$ cat src/rtl/mem_arb_pkg.sv
// Shared types and constants for the two-port data memory arbiter.
// Widths default to the 256x8 data memory.
package mem_arb_pkg;

  localparam int DEF_ADDR_W  = 8;
  localparam int DEF_DATA_W  = 8;
  localparam int DEF_TIMEOUT = 64;

  typedef enum logic [2:0] {
    IDLE      = 3'd0,
    ISSUE     = 3'd1,
    WAIT_ACK  = 3'd2,
    WAIT_DONE = 3'd3,
    DONE      = 3'd4
  } state_t;

  localparam logic PORT_A = 1'b0;
  localparam logic PORT_B = 1'b1;

endpackage

$ cat src/rtl/arb_timeout_counter.sv
// Per-phase watchdog for the arbiter: counts cycles spent waiting on the memory.
// expired flags the cycle whose increment makes the count reach TIMEOUT.
module arb_timeout_counter
  import mem_arb_pkg::*;
#(
  parameter int TIMEOUT = DEF_TIMEOUT
) (
  input  logic clk,
  input  logic reset,
  input  logic clear,
  input  logic enable,
  output logic expired
);

  localparam int CNT_W = $clog2(TIMEOUT + 1);

  logic [CNT_W-1:0] count;

  // NOTE: state uses non-blocking assignments and an asynchronous active-low
  // reset in the sensitivity list, so every flop clears the moment reset falls.
  always_ff @(posedge clk or negedge reset) begin
    if (!reset) begin
      count <= '0;
    end else if (clear) begin
      count <= '0;
    end else if (enable) begin
      count <= count + 1'b1;
    end
  end

  assign expired = enable && (count == CNT_W'(TIMEOUT - 1));

endmodule

$ cat src/rtl/data_mem_arbiter.sv
// Round-robin arbiter and sequencer letting two masters share one data_mem,
// returning a per-port busy_wait that mimics the memory's own stall.
module data_mem_arbiter
  import mem_arb_pkg::*;
#(
  parameter int ADDR_W  = DEF_ADDR_W,
  parameter int DATA_W  = DEF_DATA_W,
  parameter int TIMEOUT = DEF_TIMEOUT
) (
  input  logic              clk,
  input  logic              reset,
  input  logic              a_read,
  input  logic              a_write,
  input  logic [ADDR_W-1:0] a_address,
  input  logic [DATA_W-1:0] a_write_data,
  output logic [DATA_W-1:0] a_read_data,
  output logic              a_busy_wait,
  input  logic              b_read,
  input  logic              b_write,
  input  logic [ADDR_W-1:0] b_address,
  input  logic [DATA_W-1:0] b_write_data,
  output logic [DATA_W-1:0] b_read_data,
  output logic              b_busy_wait,
  output logic              mem_read,
  output logic              mem_write,
  output logic [ADDR_W-1:0] mem_address,
  output logic [DATA_W-1:0] mem_write_data,
  input  logic [DATA_W-1:0] mem_read_data,
  input  logic              mem_busy_wait,
  output logic              timeout_err
);

  state_t state;
  logic   last_grant;  // doubles as the id of the port currently being served
  logic   win_port;
  logic   tmo_expired;

  // Both strobes high is as meaningless as both low, so XOR is the request.
  logic a_valid, b_valid;
  assign a_valid = a_read ^ a_write;
  assign b_valid = b_read ^ b_write;

  assign a_busy_wait = a_valid && !(state == DONE && last_grant == PORT_A);
  assign b_busy_wait = b_valid && !(state == DONE && last_grant == PORT_B);

  // NOTE: every always_comb output gets a default first so no latch is inferred.
  always_comb begin
    win_port = PORT_A;
    if (a_valid && b_valid) begin
      win_port = (last_grant == PORT_A) ? PORT_B : PORT_A;
    end else if (b_valid) begin
      win_port = PORT_B;
    end
  end

  logic tmo_clear, tmo_enable;
  assign tmo_clear  = (state == ISSUE) || (state == WAIT_ACK && mem_busy_wait);
  assign tmo_enable = (state == WAIT_ACK) || (state == WAIT_DONE);

  arb_timeout_counter #(.TIMEOUT(TIMEOUT)) u_timeout (
    .clk     (clk),
    .reset   (reset),
    .clear   (tmo_clear),
    .enable  (tmo_enable),
    .expired (tmo_expired)
  );

  // A clean finish in WAIT_DONE wins over a simultaneous timeout.
  logic done_ok, abort, finish;
  assign done_ok = (state == WAIT_DONE) && !mem_busy_wait;
  assign abort   = tmo_expired && !done_ok &&
                   ((state == WAIT_ACK && !mem_busy_wait) || state == WAIT_DONE);
  assign finish  = done_ok || abort;

  logic [DATA_W-1:0] rd_value;
  assign rd_value = abort ? '0 : mem_read_data;

  always_ff @(posedge clk or negedge reset) begin
    if (!reset) begin
      state          <= IDLE;
      last_grant     <= PORT_B;
      mem_read       <= 1'b0;
      mem_write      <= 1'b0;
      mem_address    <= '0;
      mem_write_data <= '0;
      a_read_data    <= '0;
      b_read_data    <= '0;
      timeout_err    <= 1'b0;
    end else begin
      case (state)
        IDLE: begin
          // Holding off while the memory is busy lets an access orphaned by reset drain.
          if (!mem_busy_wait && (a_valid || b_valid)) begin
            state          <= ISSUE;
            last_grant     <= win_port;
            mem_address    <= (win_port == PORT_A) ? a_address    : b_address;
            mem_write_data <= (win_port == PORT_A) ? a_write_data : b_write_data;
            mem_read       <= (win_port == PORT_A) ? a_read       : b_read;
            mem_write      <= (win_port == PORT_A) ? a_write      : b_write;
          end
        end
        ISSUE:     state <= WAIT_ACK;
        WAIT_ACK:  if (mem_busy_wait) state <= WAIT_DONE;
        WAIT_DONE: ;
        DONE:      state <= IDLE;
        default:   state <= IDLE;
      endcase

      if (finish) begin
        state     <= DONE;
        mem_read  <= 1'b0;
        mem_write <= 1'b0;
        if (mem_read) begin
          if (last_grant == PORT_A) a_read_data <= rd_value;
          else                      b_read_data <= rd_value;
        end
        if (abort) timeout_err <= 1'b1;
      end
    end
  end

endmodule

$ cat config.mk
export PLATFORM = sky130hd
export DESIGN_NAME = data_mem_arbiter
export DESIGN_NICKNAME = d
export VERILOG_FILES = /design/src/rtl/mem_arb_pkg.sv /design/src/rtl/arb_timeout_counter.sv /design/src/rtl/data_mem_arbiter.sv
export SDC_FILE = /design/constraint.sdc
export NUM_CORES = 1
export LEC_CHECK = 0
export CAP_MARGIN = 40
export CORE_ASPECT_RATIO = 0.7
export CORE_MARGIN = 8
export CORE_UTILIZATION = 25
export DETAILED_ROUTE_END_ITERATION = 10
export PLACE_DENSITY = 0.46
export SKIP_CTS_REPAIR_TIMING = 1
export SYNTH_ARGS = -nofsm -noshare
export SYNTH_HDL_FRONTEND = slang
export SYNTH_SLANG_ARGS = --single-unit
$ cat constraint.sdc
create_clock -name clk -period 2 [get_ports clk]
set_input_delay 0.4 -clock clk [delete_from_list [all_inputs] [get_ports clk]]
set_output_delay 0.4 -clock clk [all_outputs]
set_load 0.02 [all_outputs]
# Word-level counts from Yosys, hierarchy flattened
# Index checks and enable logic that the tools add are counted.
dict set report totals {
  ff_bits 46
  input_bits 47
  output_inout_bits 37
  word_cells 73
}
dict set report classes {
  addsub 1
  eq_ne 8
  mux 20
  bitwise 3
  n_reduce_logical 31
}
# op count
set op_table {}
lappend op_table {{$mux W8} 3}
lappend op_table {{$mux W7} 2}
lappend op_table {{$logic_and A1 B1 Y1} 12}
lappend op_table {{$pmux W3 S4} 1}
lappend op_table {{$mux W1} 11}
lappend op_table {{$mux W3} 3}
lappend op_table {{$reduce_and A3 Y1} 3}
lappend op_table {{$add A7 B1 Y7 const B} 1}
lappend op_table {{$eq A7 B6 Y1 const B} 1}
lappend op_table {{$eq A3 B2 Y1 const B} 2}
lappend op_table {{$ne A3 B3 Y1 const B} 2}
lappend op_table {{$reduce_and A2 Y1} 3}
lappend op_table {{$reduce_bool A2 Y1} 3}
lappend op_table {{$logic_or A1 B1 Y1} 5}
lappend op_table {{$logic_not A1 Y1} 4}
lappend op_table {{$eq A3 B1 Y1 const B} 1}
lappend op_table {{$eq A3 B3 Y1 const B} 1}
lappend op_table {{$logic_not A3 Y1} 1}
lappend op_table {{$ne A2 B2 Y1 const B} 1}
lappend op_table {{$xor A1 B1 Y1} 2}
lappend op_table {{$not A1 Y1} 1}

# Longest topological paths before layout
dict set report logic_depth {
  depth_word 8
  ltp_mapped 6
  mapped_depth_nobuf 5
}

# Modules after synthesis
# Synthesis repeated with hierarchy kept, for this count alone.
dict set report unflattened {
  cells_unflattened 216
  area_unflattened_um2 2269.7
}
# mod instances cells_each area_per_inst_um2
set modules_own_cells {}
lappend modules_own_cells {data_mem_arbiter 1 184 1934.4}
lappend modules_own_cells {arb_timeout_counter 1 32 335.3}

# Least setup slack after synthesis
# Ideal clock, no wire load.
dict set report synth_timing {
  path_type {reg2reg}
  start {register u_timeout.count[0]}
  end {register a_read_data[0]}
  setup_ns 0.122
  arrival_ns 1.443
  required_time_ns 1.878
  slack_ns 0.435
  stages_incl_launch_ff 6
  period_less_slack_ns 1.565
  path_cell_list {dfrtp_1 ha_1 nand3_1 o41ai_4 o21ai_2 a32o_1}
}
dict set report synth_via {
  elab_chain_len 6
  elab_cells_between_ends 7
  cone_classes {1 x eq/ne; 1 x mux; 5 x reduce/logical}
}
# item line_no
set synth_rtl {}
lappend synth_rtl {{from (decl)} arb_timeout_counter.sv:17} ;# logic [CNT_W-1:0] count;
lappend synth_rtl {{from (signal assigned)} arb_timeout_counter.sv:27} ;# count <= count + 1'b1;
lappend synth_rtl {{$eq A7 B6 Y1 (*)} arb_timeout_counter.sv:31} ;# assign expired = enable && (count == CNT_W'(TIMEOUT - 1));
lappend synth_rtl {{$logic_and A1 B1 Y1 (*)} arb_timeout_counter.sv:31}
lappend synth_rtl {{$logic_and A1 B1 Y1 (*) (2 in series)} data_mem_arbiter.sv:71} ;# assign abort = tmo_expired && !done_ok &&
lappend synth_rtl {{$logic_or A1 B1 Y1} data_mem_arbiter.sv:73} ;# assign finish = done_ok || abort;
lappend synth_rtl {{$reduce_and A3 Y1 (no line)} -}
lappend synth_rtl {{to (signal assigned)} data_mem_arbiter.sv:114} ;# if (last_grant == PORT_A) a_read_data <= rd_value;
lappend synth_rtl {{to (decl)} data_mem_arbiter.sv:16} ;# output logic [DATA_W-1:0] a_read_data,
# Every way passes the cells marked *; elsewhere a longest branch is shown, timed or not.
# A chain may end at the register's enable or synchronous reset.

# Final worst setup path
dict set report layout_timing {
  start {input port a_write}
  end {output port a_busy_wait}
}
dict set report layout_via {
  elab_chain_len 2
}
# item line_no
set layout_rtl {}
lappend layout_rtl {{from (decl)} data_mem_arbiter.sv:13} ;# input logic a_write,
lappend layout_rtl {{$xor A1 B1 Y1} data_mem_arbiter.sv:40} ;# assign a_valid = a_read ^ a_write;
lappend layout_rtl {{$logic_and A1 B1 Y1} data_mem_arbiter.sv:43} ;# assign a_busy_wait = a_valid && !(state == DONE && last_grant == PORT_A);
lappend layout_rtl {{to (decl)} data_mem_arbiter.sv:17} ;# output logic a_busy_wait,
# Every way passes these cells.

==> summary.md <==
| Metric | Value |
|---|---|
| Outcome | `finished clean` |
| Vias per inst | `4.37` |
| Pleak | `1.47 nW` |
| Yosys warning count | `0` |
| Ys flop type | `dfrtp_1` |
| CP startpoint | `a_write` |
| DP Area | `0.00329 mm2` |
| FILL cells | `848` |
| Crit share post-route | `91.7%` |
| Slew @ Worst Pin | `0.670 ns` |
| HP Class | `input port to asynchronous set/reset pin` |
| Area contributors post-synth | `dfrtp_1 (51%), mux2i_1 (7.7%), a32o_1 (7.3%)` |
| Rows | `28` |
| Worst setup SP type | `input port` |
| Via count | `1806` |
| Met3 usage | `4.05%` |
| Worst Reg-to-Reg Cells | `7` |
| VDD IR-drop max | `421 uV` |
| Worst skew pair latency | `0.28 ns` |
| Setup slack, reg-to-reg | `0.20 ns` |
| Clock Skews | `0.00711 ns` |
| Post-Syn Instances | `191` |
| CTS sink cnt | `46` |
| Layout cells sized above 1 | `14.7%` |
| CP required | `1.60 ns` |
| Met2 usage | `12.9%` |
| Core area | `0.00851 mm2` |
| Count leader, synth | `dfrtp_1` |
| Initial antenna violation count | `0` |
| Grt ovf | `0` |
| CTS tree | `done` |
| Setup WS pre-CTS | `-0.234 ns` |
| Min Tclk post-route | `1.83 ns` |
| Seq cells post-synth | `46` |
| Antenna-violating nets left | `0` |
| Count of pins over their slew limit | `0` |
| Ys async rst share | `100%` |
| Synth top area share | `51.1%` |
| Fin. Hold Viols | `0` |
| Met1 GRT Util | `15.4%` |
| Leading area contributor after synthesis | `dfrtp_1` |
| DR DRC count | `0` |
| Setup ws final | `0.167 ns` |
| Top-Level Pins | `84` |
| Worst r2r dst | `b_read_data[1]$_DFFE_PN0P_` |
| Sequential area share after synthesis | `52.3%` |
| Top delay family on crit path | `buffers and inverters` |
| Root buffer cell | `clkbuf_16` |
| Initial Util | `25.9%` |
| Avg Inst Size Synth | `11.5 um2` |
| # diodes | `0` |
| CTS Buf Count | `5` |
| Clock transition at the registers of the reported paths | `0.06 ns` |
| Syn Std Cell Area | `0.00220 mm2` |
| Per-cell routed wire length | `15.0 um` |
| Synth Net Count | `239` |
| Commonest cells in the netlist | `dfrtp_1 (45), nand2_1 (22), mux2i_1 (17)` |
| Final #Nets | `340` |
| Busiest grt layer | `met1` |
| Final setup fails | `0` |
| WL final | `6.18 mm` |
| 1st-iter DRT viols | `90` |
| Largest net degree at the start of global routing | `33` |
| Critical Path Slowest Stage Cell | `clkdlybuf4s50_1` |
| Die Area | `0.0121 mm2` |
| Final Util | `40.6%` |
| First-pass GRT wire length | `9.97 mm` |
| Area Overhead vs Synth | `57.0%` |
| IO Port Bufs | `83` |
| Crit end category | `output pin` |
| Vias in the first global route | `1852` |
| Crit-path cells | `clkdlybuf4s50_1, xor2_2, o21a_1, dlymetal6s2s_1` |
| Die span in y | `94.5 um` |
| DIE WIDTH | `128 um` |
| H-tree depth | `2` |
| Total power | `4.69 mW` |
| Post-synth EDFFs | `0` |
| Dpl hpwl | `4.86 mm` |
| Fmax | `546 MHz` |
| Worst Setup EP | `a_busy_wait` |
| Unique masters post-synth | `42` |
| Max_cap viols | `0` |
| Critical path arrival | `1.43 ns` |
| Crit path largest cell delay | `0.52 ns` |
| CP bufs+invs | `2` |
| TNS Setup | `0 ns` |
| Post-Layout Inst Area | `0.00346 mm2` |
| WP depth | `4` |
| Routability cong. | `0.699` |
| Worst r2r src | `u_timeout.count[1]$_DFFE_PN0P_` |
| RSZ-0062 raised after global routing | `false` |
| Pre-Repair DR Iteration Count | `4` |
| Max-slew headroom | `55.3%` |
| Crit-path max FO | `2` |
| Pwr Density | `1360 mW/mm2` |
| WS Path Type | `input port to output pin` |
| Maximum buffer depth of the clock tree | `2` |
| GRT Total Usage | `10.3%` |
registers in the layout, indices dropped and copies added (netlist names):
name and count:
a_read_data 8, b_read_data 8, last_grant 1, mem_address 8, mem_read 1, mem_write 1, mem_write_data 8, state 3
timeout_err 1, u_timeout.count 7
power by group:
part	switching, mW	total, mW	internal (mW)
sequential	0.225	1.53	1.31
combinational	1.12	2.22	1.10
clock	0.345	0.935	0.590
cell type report:
| type | instances | area [um2] | area share, % |
|---|---|---|---|
| clock buffers | 6 | 129 | 3.73 |
| clock inverters | 2 | 37.5 | 1.09 |
| repair buffers | 104 | 1010 | 29.3 |
| multi-input cells | 134 | 972 | 28.1 |
| flip-flops and latches | 46 | 1150 | 33.3 |
| well taps | 120 | 150 | 4.34 |
| inverters | 1 | 3.75 | 0.109 |
how the worst min path moves through the flow:
stage,start,end,slack (ns),depth (start not counted)
after global routing,reset,u_timeout.count[6]$_DFFE_PN0P_,0.22,1
final,reset,timeout_err$_DFFE_PN0P_,0.15,1
after detailed placement,timeout_err$_DFFE_PN0P_,timeout_err$_DFFE_PN0P_,0.46,1
after global placement,mem_write_data[0]$_DFFE_PN0P_,mem_write_data[0]$_DFFE_PN0P_,0.46,2
after floorplan,reset,a_read_data[0]$_DFFE_PN0P_,0.10,0
after CTS,reset,timeout_err$_DFFE_PN0P_,0.18,1
worst reg2reg max path, cell delays in order (launching register included):
cell	delay, ns
dfrtp_1	0.40
ha_1	0.20
nand3_1	0.21
buf_4	0.18
nor4_4	0.03
buf_4	0.16
o21ai_2	0.37
a32o_1	0.19
cells in the final DEF, fill, tap and decap left out, drive strengths merged, types with 2 or more instances in the layout:
cell / n
clkdlybuf4s50: 80
dfrtp: 45
nand2: 22
buf: 22
o21ai: 22
mux2i: 17
nor2: 16
a32o: 16
clkbuf: 6
xnor2: 5
nor3: 4
nor2b: 3
xor2: 3
a21oi: 3
o21a: 2
nand3: 2
mux2: 2
dlymetal6s2s: 2
nand2b: 2
nor4: 2
routing by layer:
metal | up-vias | share of wire [%] | wire [um]
li1 | 893 | - | -
met1 | 840 | 54 | 3310
met2 | 68 | 36 | 2220
met3 | 5 | 9.5 | 587
met4 | 0 | 0.97 | 60
met5 | - | 0 | 0
cells by family (layout without fill, tap and decap cells):
group | count (synthesis) | count (layout) | synth area share, %
compound gates | 51 | 51 | 18.6
xor+xnor | 8 | 8 | 3.52
fa+ha+maj | 1 | 1 | 0.568
buf+inv | 11 | 113 | 3.52
flops | 46 | 46 | 52.3
mux | 19 | 19 | 8.75
simple gates | 55 | 55 | 12.7
through the flow:
stage	hold WS [ns]	instances
after CTS	0.182	413
final	0.150	413
after global placement	0.464	404
after floorplan	0.104	191
after global routing	0.217	413
after detailed placement	0.460	405
Note: power is estimated with default switching activity, not from simulation.
